--- config.mk ---
export PLATFORM = sky130hd
export DESIGN_NAME = ws2812b_rx
export DESIGN_NICKNAME = d
export VERILOG_FILES = /design/src/rtl/ws2812b_rx.sv
export SDC_FILE = /design/constraint.sdc
export NUM_CORES = 1
export LEC_CHECK = 0
export CAP_MARGIN = 15
export CELL_PAD_IN_SITES_DETAIL_PLACEMENT = 1
export CELL_PAD_IN_SITES_GLOBAL_PLACEMENT = 2
export CORE_ASPECT_RATIO = 0.75
export CORE_MARGIN = 2
export CORE_UTILIZATION = 36
export CTS_CLUSTER_DIAMETER = 120
export DETAILED_ROUTE_END_ITERATION = 10
export PLACE_DENSITY_LB_ADDON = 0.25
export SLEW_MARGIN = 20
export SYNTH_ARGS = -nofsm -noshare
export SYNTH_HDL_FRONTEND = slang
export SYNTH_SLANG_ARGS = --single-unit
--- constraint.sdc ---
create_clock -name clk20 -period 7.1 [get_ports clk20]
set_input_delay 1.775 -clock clk20 [delete_from_list [all_inputs] [get_ports clk20]]
set_output_delay 1.775 -clock clk20 [all_outputs]
set_load 0.01 [all_outputs]
--- src/rtl/ws2812b_rx.sv ---
// WS2812B receive decoder: classifies high-pulse widths, assembles 24-bit GRB words MSB-first,
// flags the latch gap, and regenerates the line downstream once a frame's first word is consumed.
module ws2812b_rx #(
  parameter int THRESH_CYCLES = 12,
  parameter int MIN_HIGH      = 3,
  parameter int MAX_HIGH      = 40,
  parameter int RESET_CYCLES  = 1000
) (
  input  logic        clk20,
  input  logic        reset_n,
  input  logic        din,
  output logic [23:0] data_out,
  output logic        valid,
  output logic        latch,
  output logic        error,
  output logic        busy,
  output logic        dout
);

  localparam logic [15:0] THRESH_C = 16'(THRESH_CYCLES);
  localparam logic [15:0] MIN_C    = 16'(MIN_HIGH);
  localparam logic [15:0] MAX_C    = 16'(MAX_HIGH);
  localparam logic [15:0] RESET_C  = 16'(RESET_CYCLES);

  typedef enum logic [1:0] {SYNC, IDLE, HIGH, LOW} state_t;

  state_t      state_q, state_d;
  logic        sync1_q, sync1_d;
  logic        sync2_q, sync2_d;
  logic [15:0] cnt_q, cnt_d;
  logic [4:0]  bitcnt_q, bitcnt_d;
  logic [23:0] word_q, word_d;
  logic [23:0] data_q, data_d;
  logic        fwd_q, fwd_d;
  logic        valid_q, valid_d;
  logic        latch_q, latch_d;
  logic        error_q, error_d;
  logic        busy_q, busy_d;
  logic        dout_q, dout_d;

  logic        din_s;
  logic [15:0] cnt_inc;
  logic        bit_val;
  logic [23:0] word_shift;
  logic        abort;

  assign din_s      = sync2_q;
  assign cnt_inc    = (cnt_q == 16'hFFFF) ? cnt_q : cnt_q + 16'd1;
  assign bit_val    = (cnt_q >= THRESH_C);
  assign word_shift = {word_q[22:0], bit_val};
  // In HIGH, cnt_q is the width so far: too long while still high, or too short at the fall.
  assign abort      = din_s ? (cnt_q >= MAX_C) : (cnt_q < MIN_C);

  always_comb begin
    state_d  = state_q;
    sync1_d  = din;
    sync2_d  = sync1_q;
    cnt_d    = cnt_q;
    bitcnt_d = bitcnt_q;
    word_d   = word_q;
    data_d   = data_q;
    fwd_d    = fwd_q;
    valid_d  = 1'b0;
    latch_d  = 1'b0;
    error_d  = 1'b0;

    case (state_q)
      SYNC: begin
        if (din_s) begin
          cnt_d = 16'd0;
        end else if (cnt_inc >= RESET_C) begin
          state_d = IDLE;
          cnt_d   = 16'd0;
        end else begin
          cnt_d = cnt_inc;
        end
      end
      IDLE: begin
        if (din_s) begin
          state_d = HIGH;
          cnt_d   = 16'd1;
        end
      end
      HIGH: begin
        if (abort) begin
          state_d  = SYNC;
          error_d  = 1'b1;
          cnt_d    = 16'd0;
          bitcnt_d = 5'd0;
          word_d   = 24'd0;
          fwd_d    = 1'b0;
        end else if (din_s) begin
          cnt_d = cnt_inc;
        end else begin
          state_d = LOW;
          cnt_d   = 16'd1;
          if (bitcnt_q == 5'd23) begin
            data_d   = word_shift;
            valid_d  = 1'b1;
            bitcnt_d = 5'd0;
            word_d   = 24'd0;
            fwd_d    = 1'b1;
          end else begin
            word_d   = word_shift;
            bitcnt_d = bitcnt_q + 5'd1;
          end
        end
      end
      LOW: begin
        if (din_s) begin
          state_d = HIGH;
          cnt_d   = 16'd1;
        end else if (cnt_inc == RESET_C) begin
          state_d  = IDLE;
          latch_d  = 1'b1;
          error_d  = (bitcnt_q != 5'd0);
          cnt_d    = 16'd0;
          bitcnt_d = 5'd0;
          word_d   = 24'd0;
          fwd_d    = 1'b0;
        end else begin
          cnt_d = cnt_inc;
        end
      end
      default: begin
        state_d = SYNC;
        cnt_d   = 16'd0;
      end
    endcase

    busy_d = (state_d == HIGH) || (state_d == LOW);
    dout_d = fwd_q & din_s;
  end

  always_ff @(posedge clk20) begin
    if (!reset_n) begin
      state_q  <= SYNC;
      sync1_q  <= 1'b0;
      sync2_q  <= 1'b0;
      cnt_q    <= 16'd0;
      bitcnt_q <= 5'd0;
      word_q   <= 24'd0;
      data_q   <= 24'd0;
      fwd_q    <= 1'b0;
      valid_q  <= 1'b0;
      latch_q  <= 1'b0;
      error_q  <= 1'b0;
      busy_q   <= 1'b0;
      dout_q   <= 1'b0;
    end else begin
      state_q  <= state_d;
      sync1_q  <= sync1_d;
      sync2_q  <= sync2_d;
      cnt_q    <= cnt_d;
      bitcnt_q <= bitcnt_d;
      word_q   <= word_d;
      data_q   <= data_d;
      fwd_q    <= fwd_d;
      valid_q  <= valid_d;
      latch_q  <= latch_d;
      error_q  <= error_d;
      busy_q   <= busy_d;
      dout_q   <= dout_d;
    end
  end

  assign data_out = data_q;
  assign valid    = valid_q;
  assign latch    = latch_q;
  assign error    = error_q;
  assign busy     = busy_q;
  assign dout     = dout_q;

endmodule

# ---- Word level (Yosys, flattened, before mapping)
# Index checks and enable logic that the tools add are counted.
dict set report word_totals {
  register_bits 78
  latchBits 0
  ram_bits 0
  mem_bits_ro 0
  inputBits 3
  mem_count 0
}
dict set report classes {
  addsub 2
  mul 0
  div 0
  magnitude_cmp 4
  n_eq_ne 13
  shift 0
  n_mux 42
  bitwise_logic 6
  n_reduce_logical 9
}
# operator n
set op_table {}
lappend op_table {{$mux W16} 8}
lappend op_table {{$mux W23} 5}
lappend op_table {{$pmux W16 S4} 1}
lappend op_table {{$pmux W23 S2} 1}
lappend op_table {{$mux W5} 5}
lappend op_table {{$add A16 B1 Y16 const B} 1}
lappend op_table {{$eq A16 B10 Y1 const B} 1}
lappend op_table {{$eq A16 B16 Y1 const B} 1}
lappend op_table {{$ge A16 B10 Y1 const B} 1}
lappend op_table {{$ge A16 B4 Y1 const B} 1}
lappend op_table {{$ge A16 B6 Y1 const B} 1}
lappend op_table {{$lt A16 B2 Y1 const B} 1}
lappend op_table {{$mux W2} 7}
lappend op_table {{$mux W1} 11}
lappend op_table {{$pmux W5 S2} 1}
lappend op_table {{$eq A2 B2 Y1 const B} 4}
lappend op_table {{$pmux W2 S4} 1}
lappend op_table {{$reduce_and A4 Y1} 2}
lappend op_table {{$ne A2 B2 Y1 const B} 3}
lappend op_table {{$ne A3 B3 Y1 const B} 2}
lappend op_table {{$add A5 B1 Y5 const B} 1}
lappend op_table {{$eq A5 B5 Y1 const B} 1}
lappend op_table {{$not A1 Y1} 5}
lappend op_table {{$reduce_and A5 Y1} 1}
lappend op_table {{9 further kinds} 10}

# ---- Logic depth before layout (Yosys ltp)
dict set report depth {
  depth_word 8
  depth_mapped 13
  depth_no_buf 10
}

# ---- Least setup slack after synthesis
# Ideal clock, no wire load.
dict set report synth_path {
  kind {register to register}
  start {register cnt_q[1]}
  end {register cnt_q[7]}
  setup_ps 121
  arrival_ps 3351
  required_ps 6979
  slack_ps 3628
  path_stages_with_launch 14
  n_path_buf 3
  period_less_slack_ps 3472
  cell_sequence {dfxtp_1 > ha_1 > nand3_2 > or4_1 > buf_2 > and3_1 > xnor2_1 > or4_1 > buf_2 > o21ai_2 > o211ai_1 > buf_2 > a31o_1 > mux2_2}
}
dict set report synth_between {
  elab_chain_cells 6
  elab_cells_between_ends 15
  cone_classes {1 x add/sub; 3 x order compare; 2 x eq/ne; 9 x mux}
}
# item line
set synth_rtl {}
lappend synth_rtl {{start: declaration} 30} ;# logic [15:0] cnt_q, cnt_d;
lappend synth_rtl {{start signal: assignment} 154} ;# cnt_q <= cnt_d;
lappend synth_rtl {{$add A16 B1 Y16 or $eq A16 B16 Y1 (tied branches)} 48} ;# assign cnt_inc = (cnt_q == 16'hFFFF) ? cnt_q : cnt_q + 16'd1;
lappend synth_rtl {{$mux W16} 48}
lappend synth_rtl {{$ge A16 B10 Y1 or $eq A16 B10 Y1 (tied branches)} {71, 113}}
lappend synth_rtl {{$mux W16, on equally long branches} {71, 113}}
lappend synth_rtl {{$mux W16, on equally long branches} {69, 110}}
lappend synth_rtl {{$pmux W16 S4 (*)} 67} ;# case (state_q)
# Every way passes the cells marked *; elsewhere a longest branch is shown, timed or not.
# A chain may end at the register's enable or synchronous reset.

# ---- Final worst setup path
dict set report layout_path {
  start {register cnt_q[0]}
  end {register bitcnt_q[3]}
}
dict set report layout_between {
  elab_chain_cells 5
  elab_cells_between_ends 12
  cone_classes {1 x add/sub; 2 x order compare; 4 x eq/ne; 4 x mux; 1 x reduce/logical}
}
# item line
set layout_rtl {}
lappend layout_rtl {{$add A16 B1 Y16 or $eq A16 B16 Y1 (tied branches)} 48}
lappend layout_rtl {{$mux W16} 48}
lappend layout_rtl {{$eq A16 B10 Y1} 113} ;# end else if (cnt_inc == RESET_C) begin
lappend layout_rtl {{$ne A2 B2 Y1 (no source line)} --}
lappend layout_rtl {{$reduce_and A4 Y1 (no source line)} --}
lappend layout_rtl {{end signal: assignment} 155} ;# bitcnt_q <= bitcnt_d;
lappend layout_rtl {{end: declaration} 31} ;# logic [4:0] bitcnt_q, bitcnt_d;
# Several ways; a longest one is shown, not always the timed one.

==> results.toml <==
[cts]
cts_resized = 0
cts_tree = "built"
cts_hold_buf = 0
clk_pin_slew_ns = 0.06
post-cts-setup-buffers = 0
h-tree-depth = 3
cts_root_buffer = "clkbuf_16"
cts_buffer_depth = 2
cts_sinks = 77
cts_inserted_buffers = 9
clk_latency_ns = 0.33

[route]
ant_nets = 0
first_iter_violations = 281
remaining_drc_errors = 0
drt-total-wl_um = 10400
dr.pass1.iters = 4
via_count = 3462
wl_per_cell_um = 16.6
post_drt_via_cell_ratio = 5.50

[timing]
clock.fmax_mhz = 223
setup_ws_ns = 2.62
setup_violations = 0
slew_viol_final = 0
relSlewSlack_pct = 38.6
tightest_slew_ns = 0.921
skew_ns = 0.00456
fin_tns_setup_ns = 0
period_minus_slack_ns = 4.48
finalCritPeriodShare_pct = 63.1
rsz0062_at_grt = "false"
finalHoldViolations = 0

[synth]
syn_inst = 485
synth_edf_count = 0
post_synth.cell_area_avg_sq_um = 7.67
ys_seq_area_share_pct = 41.4
syn_nets = 492
synthesis.area_sq_mm = 0.00372
ys.flop_type = "dfxtp_1"
ys_ff_latch = 77
synth_async_sr_flop_share_pct = 0
yosysWarnings = 0
synth_cell_types = 59

[finish]
seqCellArea_sq_mm = 0.00154
area_growth_pct = 18.2
final_util_pct = 43.2
drive_gt1_share_pct = 8.11
fin_nets = 495
n_fill_cell = 1256
multi_input_area_sq_mm = 0.00195
n_antenna_cell = 0

[power_and_ir_drop]
vdd_drop_max_v = 0.000101
p_leak_uw = 0.00145
p_per_area_mw_per_mm2 = 221
total_power_uw = 970

[critical_path]
critPathSlowestCell = "or4_1"
crit_type = "register to register"
end_kind = "register"
critPathMaxStageDelay_ns = 0.74
r2r_end = "bitcnt_q[3]"
cp.arrival_ns = 4.74
crit_path_start_kind = "register"
path_cells = "ha_1 > nand3_2 > or4_1 > and3_1 > xnor2_1 > or4_1 > o21ai_4 > buf_16 > nand4_1 > or3b_1 > a21oi_1"
r2r_setup_slack_ns = 2.62
crit_start = "cnt_q[0]"
reg2reg_depth = 11
required_ns = 7.36
cp_max_fo = 34
crit_top_cell = "or4_1"
reg2reg_from = "cnt_q[0]"
crit_end = "bitcnt_q[3]"

[floorplanning]
pin_count = 32
initial_utilization_pct = 36.6
dieArea_sq_mm = 0.0112
rows = 32
die_w_um = 121
core-area_sq_mm = 0.0102
die_h_um = 92.0

[placed_design]
dp_slack_ns = 2.33
dp_hpwl_um = 7120
port_buffers = 31
routabilityCongestion = 0.862

[global_routing]
grt_overflow = 0
track_usage_pct = 19.7
grt_first_pass_wirelength_um = 17600
antenna_found_initial = 0
grt_max_degree = 56
grt_pass1_vias = 3370

[job]
drv_cap = 0

[run_status]
status = "complete, no violations"

[min_path]
holdPathStages = 1
min-delay-path-class = "register to register"
-- critical path: cells and delay by family (launching register included) --
kind	cells	cell delay, ns
buffers and inverters	1	0.24
XOR/XNOR	1	0.14
AND/OR/NAND/NOR	6	2.42
flip-flops	1	0.53
AO/OA/AOI/OAI	2	0.68
adder cells (fa/ha/maj)	1	0.38
-- state kept, by name (all words and copies together), names as in the netlist, named ones only --
register	flops
fwd_q	1
valid	1
word_q	23
cnt_q	16
latch	1
data_out	24
sync1_q	1
bitcnt_q	5
error	1
dout	1
din_s	1
-- placed cells by master (no fill, tap or decap), types with 3 or more instances in the layout --
master	count
nand2_1	97
dfxtp_1	77
a21oi_1	44
o21ai_0	35
nand3_1	33
clkdlybuf4s50_1	31
nor2_1	19
nor3_1	14
nor4_1	11
clkbuf_16	9
inv_1	8
nand4_1	8
and3_1	7
and2_1	7
a31o_2	5
buf_4	5
or4_1	4
xnor2_1	4
ha_1	4
and4_1	3
or2_2	3
a211oi_1	3
a31oi_1	3
nor2b_1	3
a22o_1	3
a41oi_1	3
-- stage by stage --
step	cells	instance area (sq um)	hold WS, ns
finish	629	4400	0.440
global route	629	4400	0.471
CTS	628	4370	0.445
detailed placement	612	4050	0.433
global placement	612	4050	0.422
floorplan	485	3720	0.412
-- cell families after synthesis --
| group | count (synthesis) | share of synthesized area, % |
|---|---|---|
| fa+ha+maj | 4 | 1.35 |
| mux | 4 | 1.14 |
| flops | 77 | 41.4 |
| compound gates | 117 | 19.3 |
| buf+inv | 54 | 6.09 |
| xor+xnor | 6 | 1.41 |
| simple gates | 223 | 29.3 |
-- where the power goes --
part	internal, uW	total [uW]	switching [uW]	leakage (uW)
logic	9.70	31.8	22.1	0.000664
clock network	319	500	181	0.000160
registers	434	438	4.42	0.000621
-- worst min-delay path by stage --
| stage | startpoint | endpoint | slack (ns) |
|---|---|---|---|
| 6_report | sync1_q | din_s | 0.44 |
| 5_1_grt | data_out[3] | data_out[3] | 0.47 |
| 4_1_cts | sync1_q | din_s | 0.45 |
| 3_5_place_dp | sync1_q | din_s | 0.43 |
| 3_3_place_gp | sync1_q | din_s | 0.42 |
| 2_1_floorplan | sync1_q | din_s | 0.41 |
-- routing by layer --
metal	GRT usage, %	vias to the layer above	part of all wire [%]
li1	-	1715	-
met4	4.31	0	0.49
met5	0	-	0
met3	4.66	4	5.0
met1	29.4	1677	52
met2	28.7	66	43
-- cell usage after synthesis, drive strengths merged (3+ instances only) --
| cell | instances | area, sq um |
|---|---|---|
| or2 | 3 | 18.8 |
| xnor2 | 4 | 35.0 |
| and2 | 7 | 43.8 |
| a21oi | 44 | 220 |
| a211oi | 3 | 22.5 |
| clkbuf | 30 | 114 |
| inv | 8 | 30.0 |
| or4 | 4 | 30.0 |
| and4 | 3 | 26.3 |
| a31oi | 3 | 18.8 |
| dfxtp | 77 | 1540 |
| a41oi | 3 | 26.3 |
| a22o | 3 | 26.3 |
| nand3 | 34 | 175 |
| nor3 | 14 | 70.1 |
| o21ai | 38 | 209 |
| buf | 15 | 78.8 |
| ha | 4 | 50.1 |
| nand2 | 97 | 364 |
| nor2b | 3 | 18.8 |
| nand4 | 9 | 62.6 |
| a31o | 7 | 61.3 |
| nor2 | 20 | 77.6 |
| and3 | 7 | 43.8 |
| nor4 | 11 | 68.8 |
-- layout make-up --
| type | count | share of cell area (%) |
|---|---|---|
| clock buffers | 11 | 5.52 |
| clock inverters | 5 | 1.88 |
| inverters | 9 | 0.768 |
| multi-input cells | 354 | 44.4 |
| flip-flops and latches | 77 | 35.0 |
| well taps | 136 | 3.87 |
| repair buffers | 37 | 8.53 |
No activity file was read; power rests on OpenSTA's default activity.
